**src/rtl/a_chan_assembler_if.sv**
```systemverilog
// A-channel beat input and assembled-message valid/ready output.
// master = producer/consumer side, slave = assembler side.
interface a_chan_assembler_if;
  logic        a_valid;
  logic [3:0]  a_opcode;
  logic [1:0]  a_beat;
  logic [7:0]  a_data;
  logic        m_valid;
  logic        m_ready;
  logic [3:0]  m_opcode;
  logic [2:0]  m_len;
  logic [31:0] m_data;

  modport master (
    output a_valid, a_opcode, a_beat, a_data, m_ready,
    input  m_valid, m_opcode, m_len, m_data
  );

  modport slave (
    input  a_valid, a_opcode, a_beat, a_data, m_ready,
    output m_valid, m_opcode, m_len, m_data
  );
endinterface

```
**src/rtl/a_chan_assembler.sv**
```systemverilog
// Gathers 1-4 byte beats into 32-bit messages and queues them in a small FIFO.
// The A channel cannot be stalled, so bad beats and full-FIFO drops are only counted.
module a_chan_assembler #(
  parameter int DEPTH = 4,
  parameter int CNT_W = 16
) (
  input  logic             clk,
  input  logic             reset,
  a_chan_assembler_if.slave bus,
  output logic [CNT_W-1:0] err_seq_count,
  output logic [CNT_W-1:0] drop_count,
  output logic             overflow
);

  localparam int PTR_W = $clog2(DEPTH);
  localparam logic [PTR_W:0] PTR_ONE = 1;
  localparam logic [CNT_W-1:0] CNT_ONE = 1;

  typedef enum logic {IDLE, COLLECT} state_t;

  state_t      state, state_nxt;
  logic [3:0]  lat_opcode, lat_opcode_nxt;
  logic [1:0]  expect_idx, expect_nxt;
  logic [31:0] part_data, part_nxt;
  logic [31:0] merged;
  logic        start;
  logic        push;
  logic        seq_err;
  logic [3:0]  push_opcode;
  logic [31:0] push_data;

  logic [PTR_W:0] wr_ptr, rd_ptr;
  logic [3:0]     fifo_opcode [DEPTH];
  logic [31:0]    fifo_data   [DEPTH];
  logic           empty, full, pop, accept, drop;
  logic [3:0]     head_opcode;
  logic [31:0]    head_data;

  always_comb begin
    merged = part_data;
    case (expect_idx)
      2'd0: merged[7:0]   = bus.a_data;
      2'd1: merged[15:8]  = bus.a_data;
      2'd2: merged[23:16] = bus.a_data;
      default: merged[31:24] = bus.a_data;
    endcase
  end

  // A beat 0 always starts a fresh message, even when it interrupts a partial one.
  always_comb begin
    state_nxt      = state;
    lat_opcode_nxt = lat_opcode;
    expect_nxt     = expect_idx;
    part_nxt       = part_data;
    start          = 1'b0;
    push           = 1'b0;
    seq_err        = 1'b0;
    push_opcode    = lat_opcode;
    push_data      = part_data;
    if (bus.a_valid) begin
      if (state == IDLE) begin
        if (bus.a_beat == 2'd0) start = 1'b1;
        else                    seq_err = 1'b1;
      end else if (bus.a_beat == expect_idx && bus.a_opcode == lat_opcode) begin
        part_nxt = merged;
        if (expect_idx == lat_opcode[3:2]) begin
          push      = 1'b1;
          push_data = merged;
          state_nxt = IDLE;
        end else begin
          expect_nxt = expect_idx + 2'd1;
        end
      end else begin
        seq_err   = 1'b1;
        state_nxt = IDLE;
        if (bus.a_beat == 2'd0) start = 1'b1;
      end
      if (start) begin
        lat_opcode_nxt = bus.a_opcode;
        part_nxt       = {24'd0, bus.a_data};
        expect_nxt     = 2'd1;
        if (bus.a_opcode[3:2] == 2'd0) begin
          push        = 1'b1;
          push_opcode = bus.a_opcode;
          push_data   = {24'd0, bus.a_data};
          state_nxt   = IDLE;
        end else begin
          state_nxt = COLLECT;
        end
      end
    end
  end

  always_ff @(posedge clk) begin
    if (reset) begin
      state      <= IDLE;
      lat_opcode <= 4'd0;
      expect_idx <= 2'd0;
      part_data  <= 32'd0;
    end else begin
      state      <= state_nxt;
      lat_opcode <= lat_opcode_nxt;
      expect_idx <= expect_nxt;
      part_data  <= part_nxt;
    end
  end

  // The extra pointer MSB tells a full FIFO apart from an empty one.
  assign empty  = (wr_ptr == rd_ptr);
  assign full   = (wr_ptr[PTR_W] != rd_ptr[PTR_W]) &&
                  (wr_ptr[PTR_W-1:0] == rd_ptr[PTR_W-1:0]);
  assign pop    = !empty && bus.m_ready;
  assign accept = push && (!full || pop);
  assign drop   = push && !accept;

  always_ff @(posedge clk) begin
    if (accept) begin
      fifo_opcode[wr_ptr[PTR_W-1:0]] <= push_opcode;
      fifo_data[wr_ptr[PTR_W-1:0]]   <= push_data;
    end
  end

  always_ff @(posedge clk) begin
    if (reset) begin
      wr_ptr        <= '0;
      rd_ptr        <= '0;
      err_seq_count <= '0;
      drop_count    <= '0;
      overflow      <= 1'b0;
    end else begin
      if (accept) wr_ptr <= wr_ptr + PTR_ONE;
      if (pop)    rd_ptr <= rd_ptr + PTR_ONE;
      if (seq_err && err_seq_count != '1) err_seq_count <= err_seq_count + CNT_ONE;
      if (drop && drop_count != '1)       drop_count    <= drop_count + CNT_ONE;
      if (drop) overflow <= 1'b1;
    end
  end

  // Head fields are forced to zero while the FIFO is empty.
  assign head_opcode  = fifo_opcode[rd_ptr[PTR_W-1:0]];
  assign head_data    = fifo_data[rd_ptr[PTR_W-1:0]];
  assign bus.m_valid  = !empty;
  assign bus.m_opcode = empty ? 4'd0  : head_opcode;
  assign bus.m_len    = empty ? 3'd0  : ({1'b0, head_opcode[3:2]} + 3'd1);
  assign bus.m_data   = empty ? 32'd0 : head_data;

endmodule

```
**src/flat_wrapper.sv**
```systemverilog
// flat-port wrapper written by rule: the top's interface ports become plain ports
module a_chan_assembler_flat 
#(
  parameter int DEPTH = 4,
  parameter int CNT_W = 16
)
  (clk, reset, err_seq_count, drop_count, overflow, bus_a_valid, bus_a_opcode, bus_a_beat, bus_a_data, bus_m_ready, bus_m_valid, bus_m_opcode, bus_m_len, bus_m_data);
  a_chan_assembler_if bus_i ();
  input  logic clk;
  input  logic reset;
  output logic [CNT_W-1:0] err_seq_count;
  output logic [CNT_W-1:0] drop_count;
  output logic overflow;
  input wire logic [$bits(bus_i.a_valid)-1:0] bus_a_valid;
  input wire logic [$bits(bus_i.a_opcode)-1:0] bus_a_opcode;
  input wire logic [$bits(bus_i.a_beat)-1:0] bus_a_beat;
  input wire logic [$bits(bus_i.a_data)-1:0] bus_a_data;
  input wire logic [$bits(bus_i.m_ready)-1:0] bus_m_ready;
  output wire logic [$bits(bus_i.m_valid)-1:0] bus_m_valid;
  output wire logic [$bits(bus_i.m_opcode)-1:0] bus_m_opcode;
  output wire logic [$bits(bus_i.m_len)-1:0] bus_m_len;
  output wire logic [$bits(bus_i.m_data)-1:0] bus_m_data;
  assign bus_i.a_valid = bus_a_valid;
  assign bus_i.a_opcode = bus_a_opcode;
  assign bus_i.a_beat = bus_a_beat;
  assign bus_i.a_data = bus_a_data;
  assign bus_i.m_ready = bus_m_ready;
  assign bus_m_valid = bus_i.m_valid;
  assign bus_m_opcode = bus_i.m_opcode;
  assign bus_m_len = bus_i.m_len;
  assign bus_m_data = bus_i.m_data;
  a_chan_assembler #(.DEPTH(DEPTH), .CNT_W(CNT_W)) u_core (.clk(clk), .reset(reset), .bus(bus_i), .err_seq_count(err_seq_count), .drop_count(drop_count), .overflow(overflow));
endmodule
```
**config.mk**
```make
export PLATFORM = sky130hd
export DESIGN_NAME = a_chan_assembler_flat
export DESIGN_NICKNAME = d
export VERILOG_FILES = /design/src/rtl/a_chan_assembler_if.sv /design/src/rtl/a_chan_assembler.sv /design/src/flat_wrapper.sv
export SDC_FILE = /design/constraint.sdc
export NUM_CORES = 1
export LEC_CHECK = 0
export CAP_MARGIN = 40
export CORE_ASPECT_RATIO = 1.4
export CORE_MARGIN = 2
export CORE_UTILIZATION = 60
export CTS_CLUSTER_SIZE = 12
export DETAILED_ROUTE_END_ITERATION = 10
export HOLD_SLACK_MARGIN = 0.06
export PLACE_DENSITY = 0.83
export REMOVE_ABC_BUFFERS = 1
export SKIP_CTS_REPAIR_TIMING = 1
export SLEW_MARGIN = 0
export SYNTH_ARGS = -nofsm -noshare
export SYNTH_HDL_FRONTEND = slang
export SYNTH_SLANG_ARGS = --single-unit
```
**constraint.sdc**
```tcl
create_clock -name clk -period 4.56 [get_ports clk]
set_clock_uncertainty 0.2 [all_clocks]
set_input_delay 0.456 -clock clk [delete_from_list [all_inputs] [get_ports clk]]
set_output_delay 0.456 -clock clk [all_outputs]
set_load 0.1 [all_outputs]
```
==> flow_metrics.tcl, run 1 <==
set metrics [dict create \
    die_w_um 110 \
    cts_buffer_depth 3 \
    ys_top_cells_by_area "edfxtp_1 (45%), dfxtp_1 (17%), mux4_2 (8.5%)" \
    finalNetCount 835 \
    syn_to_final_growth_pct 23.1 \
    coreArea_um2 15500 \
    wl_met3_mm 1.19 \
    insertedDiodeCount 0 \
    drt_iter0_markers 457 \
    hold_path_class "flop to flop" \
    vias 6299 \
    fin_cells 1017 \
    synth_xor_area_share_pct 2.86 \
    muxShareOfSynthArea_pct 11.4 \
    ir_drop_uv 289 \
    start_util_pct 61.2 \
    synth_top_family_by_area "simple AND/OR/NAND/NOR gates" \
    wl_mm 21.7 \
    stdcell_area_um2 11700 \
    regArea_um2 5930 \
    synth_common_cells "edfxtp_1 (144), dfxtp_1 (80), nor2b_1 (50)" \
    gp_congestion 0.844 \
    dp.cells 976 \
    post_route_cells_drive_above_1_share_pct 20.2 \
    synth_fa_ha_area_share_pct 1.58 \
    ys.flop_type "edfxtp_1" \
    syn-instance-count 680 \
    clock_latency_ps 500 \
    cp-start-kind "flop" \
    multiInputGateArea_um2 3380 \
    ys_seq_area_share_pct 62.3 \
    worstPathArrival_ps 2670 \
    final.fill_count 971 \
    clk_pin_slew_worst_paths_ps 60 \
    maxSlewViolCount 0 \
    synth-simple-area-share_pct 11.5 \
    yosys_warnings 0 \
    fmax_ghz 0.300 \
    ys_async_sr_fraction_pct 0 \
    grt_pass1_wl_mm 34.3 \
    antenna_found_initial 0 \
    end_kind "output port" \
    finalWorstPathRequiredPeriod_ps 3330 \
    highest_layer "met4" \
    ys_types 49 \
    grt_max_degree 67 \
    cts_max_level 1 \
    synth.most_common_cell "edfxtp_1" \
    path_class "flop to output port" \
    grt_pass1_vias 6400 \
    synth_top_area_share_pct 45.5 \
    port_buffers 90 \
    period_share_pct 73.0 \
    place_hpwl_mm 14.1 \
    hold_depth 2 \
    cts_tree "yes" \
    cts_made_buffers 23 \
    dr.pass1.iters 5 \
    maxSlewHeadroom_pct 39.6 \
    rrSetupSlack_ps 1380 \
    power.density_nw_per_um2 353 \
    ios 91 \
    clockRootBuffer "clkbuf_16" \
    synth_edf_count 144 \
    met2RoutedLength_mm 11.7 \
    endpoint "bus_m_data[4]" \
    r2r_cells 7 \
    die_h_um 153 \
    synth_compound_area_share_pct 8.23 \
    rsz0062_at_grt "no" \
    drc_errors 0 \
    drv_cap 0 \
    numClockSinks 224 \
    ys_ff_latch 224 \
    wl_per_cell_um 21.3 \
    setup_viol 0 \
    worst_slew_pin_slew_ps 901 \
    r2r-start "u_core.expect_idx[0]$_SDFFE_PP0P_" \
    synth_top_area_cell "edfxtp_1" \
    grt_overflow 0 \
    m1WireLength_mm 8.12 \
    cp.required_ps 3900 \
    syn_area_um2 9510 \
    report.final.hold_viol_count 0 \
    worstPathMaxFanout 24 \
    num_rows 54 \
    via_per_inst 6.19 \
    r2r-end "u_core.fifo_data[2][31]$_DFFE_PP_" \
    postSynthAreaPerCell_um2 14.0 \
    grt_util_all_layers_pct 26.4 \
    placed_area_um2 11100 \
    status "complete, no violations" \
    die-area_um2 16900 \
    p_leak_nw 4.21 \
    drtAntennaViolNets 0 \
]
[flip-flops by register name (all words and copies together) (netlist names), 2 cells and up, named ones only]
signal                count
u_core.wr_ptr             3
u_core.fifo_data        128
u_core.rd_ptr             3
u_core.fifo_opcode       16
u_core.lat_opcode         4
u_core.part_data         32
u_core.expect_idx         2
u_core.drop_count        16
u_core.err_seq_count     16
[placed cells by master (no fill, tap or decap), types with 10 or more instances in the layout]
cell type          n
a22o_1            40
clkdlybuf4s50_1   50
ha_1              12
dfxtp_1           79
a21oi_1           20
mux2i_1           16
inv_1             12
xnor2_1           25
clkbuf_16         23
o21ai_0           19
buf_4             49
buf_8             31
nor2_1            49
edfxtp_1         144
nor2b_1           50
and3_1            11
or3_1             12
nand2_1           18
mux2_2            10
clkbuf_1          14
mux4_2            36
nand3_1           19
[worst min-delay path by stage]
stage | start | slack (ps) | end
finish | u_core.overflow$_SDFFE_PP0P_ | 280 | u_core.overflow$_SDFFE_PP0P_
CTS | u_core.part_data[15]$_SDFFE_PP0P_ | 280 | u_core.part_data[15]$_SDFFE_PP0P_
floorplan | u_core.part_data[16]$_SDFFE_PP0P_ | 240 | u_core.part_data[16]$_SDFFE_PP0P_
global placement | u_core.overflow$_SDFFE_PP0P_ | 260 | u_core.overflow$_SDFFE_PP0P_
global route | u_core.overflow$_SDFFE_PP0P_ | 300 | u_core.overflow$_SDFFE_PP0P_
detailed placement | u_core.part_data[15]$_SDFFE_PP0P_ | 270 | u_core.part_data[15]$_SDFFE_PP0P_
[stage by stage]
stage | hold slack, ps | power, mW | TNS, ps | utilization [%] | setup WS, ps
6_report | 276 | 4.13 | 0 | 75.3 | 1230
5_1_grt | 300 | 4.25 | 0 | 75.3 | 1030
4_1_cts | 279 | 4.15 | 0 | 75.3 | 1150
3_5_place_dp | 266 | 2.52 | 0 | 71.1 | 1040
3_3_place_gp | 257 | 2.50 | 0 | 67.3 | 1160
2_1_floorplan | 243 | 2.41 | -9910 | - | -545
[where the power goes]
| part | internal (mW) | switching, mW |
|---|---|---|
| registers | 2.15 | 0.0126 |
| clock network | 0.943 | 0.715 |
| logic | 0.0911 | 0.219 |
| total | 3.19 | 0.947 |
[critical path: stages, from the launching register on]
cell and delay (ps):
dfxtp_2 640, buf_4 530, mux4_2 590, nor2b_1 150, buf_4 250
[kinds of logic after synthesis]
group,Yosys count
fa+ha+maj,12
buf+inv,48
compound gates,104
xor+xnor,31
simple gates,199
flops,224
mux,62
[layout make-up]
cell class / count / area share, %
clock buffers: 37 / 5.37
repair buffers: 136 / 12.4
well taps: 196 / 2.09
multi-input cells: 408 / 28.9
clock inverters: 4 / 0.224
flip-flops and latches: 224 / 50.6
inverters: 12 / 0.385
[per-layer routing]
metal	vias to the layer above	track usage [%]
met4	0	8.57
li1	2835	-
met1	3148	32.2
met5	-	0
met3	53	3.88
met2	263	47.4
(Power assumes the default switching activity.)
==> run 2: changes to the inputs <==
CORE_UTILIZATION = 57   (was 60)
PLACE_DENSITY = 0.79   (was 0.83)
clock period = 3.3 ns   (was 4.56 ns; I/O delays follow)
==> flow_metrics.tcl, run 2 (synthesis gave the netlist of run 1 again) <==
set metrics [dict create \
    status "complete, but fails checks" \
    violations "DRC" \
    place_hpwl_mm 13.7 \
    dr.pass1.iters 8 \
    stdcell_area_um2 11800 \
    power.density_nw_per_um2 484 \
    numClockSinks 224 \
    grt_pass1_vias 6475 \
    num_rows 55 \
    fmax_ghz 0.348 \
    finalNetCount 818 \
    r2r-end "u_core.fifo_data[0][12]$_DFFE_PP_" \
    ios 91 \
    die_w_um 113 \
    path_class "flop to output port" \
    largest_reg_flops 128 \
    start_util_pct 58.5 \
    grt_overflow 0 \
    maxSlewHeadroom_pct 39.7 \
    setup_viol 0 \
    grt_util_all_layers_pct 24.2 \
    clk_pin_slew_worst_paths_ps 60 \
    worstPathMaxFanout 32 \
    cp-start-kind "flop" \
    period_share_pct 87.0 \
    met2_usage_pct 44.1 \
    finalWorstPathRequiredPeriod_ps 2870 \
    insertedDiodeCount 0 \
    p_leak_nw 4.23 \
    grt-busiest-layer "met2" \
    cts_tree "yes" \
    clockRootBuffer "clkbuf_16" \
    worstPathArrival_ps 2340 \
    grtUsageMet1_pct 28.5 \
    grt_pass1_wl_mm 33.6 \
    final_common_cell "edfxtp_1" \
    cts_buffer_depth 3 \
    die-area_um2 17700 \
    layout_common_cells "edfxtp_1 (144), dfxtp_1 (79), nor2b_1 (50)" \
    grt_max_degree 41 \
    worst_slew_pin_slew_ps 900 \
    die_h_um 157 \
    cp.required_ps 2770 \
    placed_area_um2 11200 \
    drtAntennaViolNets 0 \
    rrSetupSlack_ps 560 \
    r2r-start "u_core.expect_idx[0]$_SDFFE_PP0P_" \
    met3_usage_pct 3.41 \
    gp_congestion 0.894 \
    rsz0062_at_grt "no" \
    via_per_inst 6.19 \
    wl_mm 21.1 \
    maxSlewViolCount 0 \
    wl_per_cell_um 21.1 \
    end_kind "output port" \
    coreArea_um2 16200 \
    fin_cells 1003 \
    cts_max_level 1 \
    hold_path_class "input pin to flop" \
    vias 6204 \
    report.final.hold_viol_count 0 \
    post_route_cells_drive_above_1_share_pct 21.4 \
    r2r_cells 7 \
    clock_latency_ps 490 \
    dp.cells 963 \
    antenna_found_initial 0 \
    drc_errors 4 \
    endpoint "bus_m_data[21]" \
    drt_iter0_markers 411 \
    final.fill_count 1051 \
    syn_to_final_growth_pct 24.6 \
    port_buffers 90 \
    hp-start "reset" \
    drv_cap 0 \
    ir_drop_uv 413 \
    cts_made_buffers 22 \
]
-- run 2: cell types whose count changed in the layout (fill, tap and decap cells not counted), moves of 4 or more --
cell	before	now
buf_12	0	45
clkdlybuf4s50_1	50	26
buf_8	31	10
buf_4	49	38
buf_16	4	0
-- run 2: per-stage QoR --
step                      util, %  total power [mW]  setup TNS, ps  hold WS (ps)  worst slack, ps
after global routing         72.9              5.89              0           113              399
after detailed placement     69.0              3.52              0           262              240
after CTS                    72.9              5.77              0          84.6              409
after floorplan                 -              3.33         -61570           199            -1800
final                        72.9              5.74              0          99.4              430
after global placement       68.1              3.51              0           250              345
-- run 2: worst min path at each step --
stage                                         endpoint  slack, ps  cells after the start
floorplan           u_core.drop_count[10]$_SDFFE_PP0P_        200                      1
global placement          u_core.overflow$_SDFFE_PP0P_        250                      2
detailed placement   u_core.part_data[25]$_SDFFE_PP0P_        260                      1
CTS                   u_core.part_data[1]$_SDFFE_PP0P_         80                      2
global route             u_core.wr_ptr[1]$_SDFFE_PP0P_        110                      2
finish                u_core.part_data[1]$_SDFFE_PP0P_        100                      2
-- run 2: critical path, cell delays in order (launching register included) --
cell and delay (ps):
dfxtp_1 510, buf_4 480, mux4_2 320, nor2b_1 280, buf_12 220
-- run 2: where the power goes --
| part | switching, mW | internal (mW) | total, mW |
|---|---|---|---|
| Clock | 0.975 | 1.30 | 2.27 |
| Combinational | 0.312 | 0.167 | 0.478 |
| Sequential | 0.0150 | 2.97 | 2.99 |
| Total | 1.30 | 4.44 | 5.74 |
-- run 2: cell type report --
type	count	area [um2]	area share (%)
multi-input combinational	408	3380	28.5
timing repair buffer	120	1600	13.5
tap	199	249	2.10
clock buffer	39	636	5.37
inverter	12	45.0	0.380
sequential	224	5930	50.0
clock inverter	1	5.00	0.0423
-- run 2: routing by layer --
metal / up-vias / wire length (um)
met3: 61 / 1180
met5: - / 0
met1: 3079 / 8010
li1: 2804 / -
met4: 0 / 774
met2: 260 / 11200
==> run 3: changes to the inputs <==
TNS_END_PERCENT = 20   (was not set)
==> results of run 3 <==
No change in the layout: final DEF, timing and power equal those of run 2.
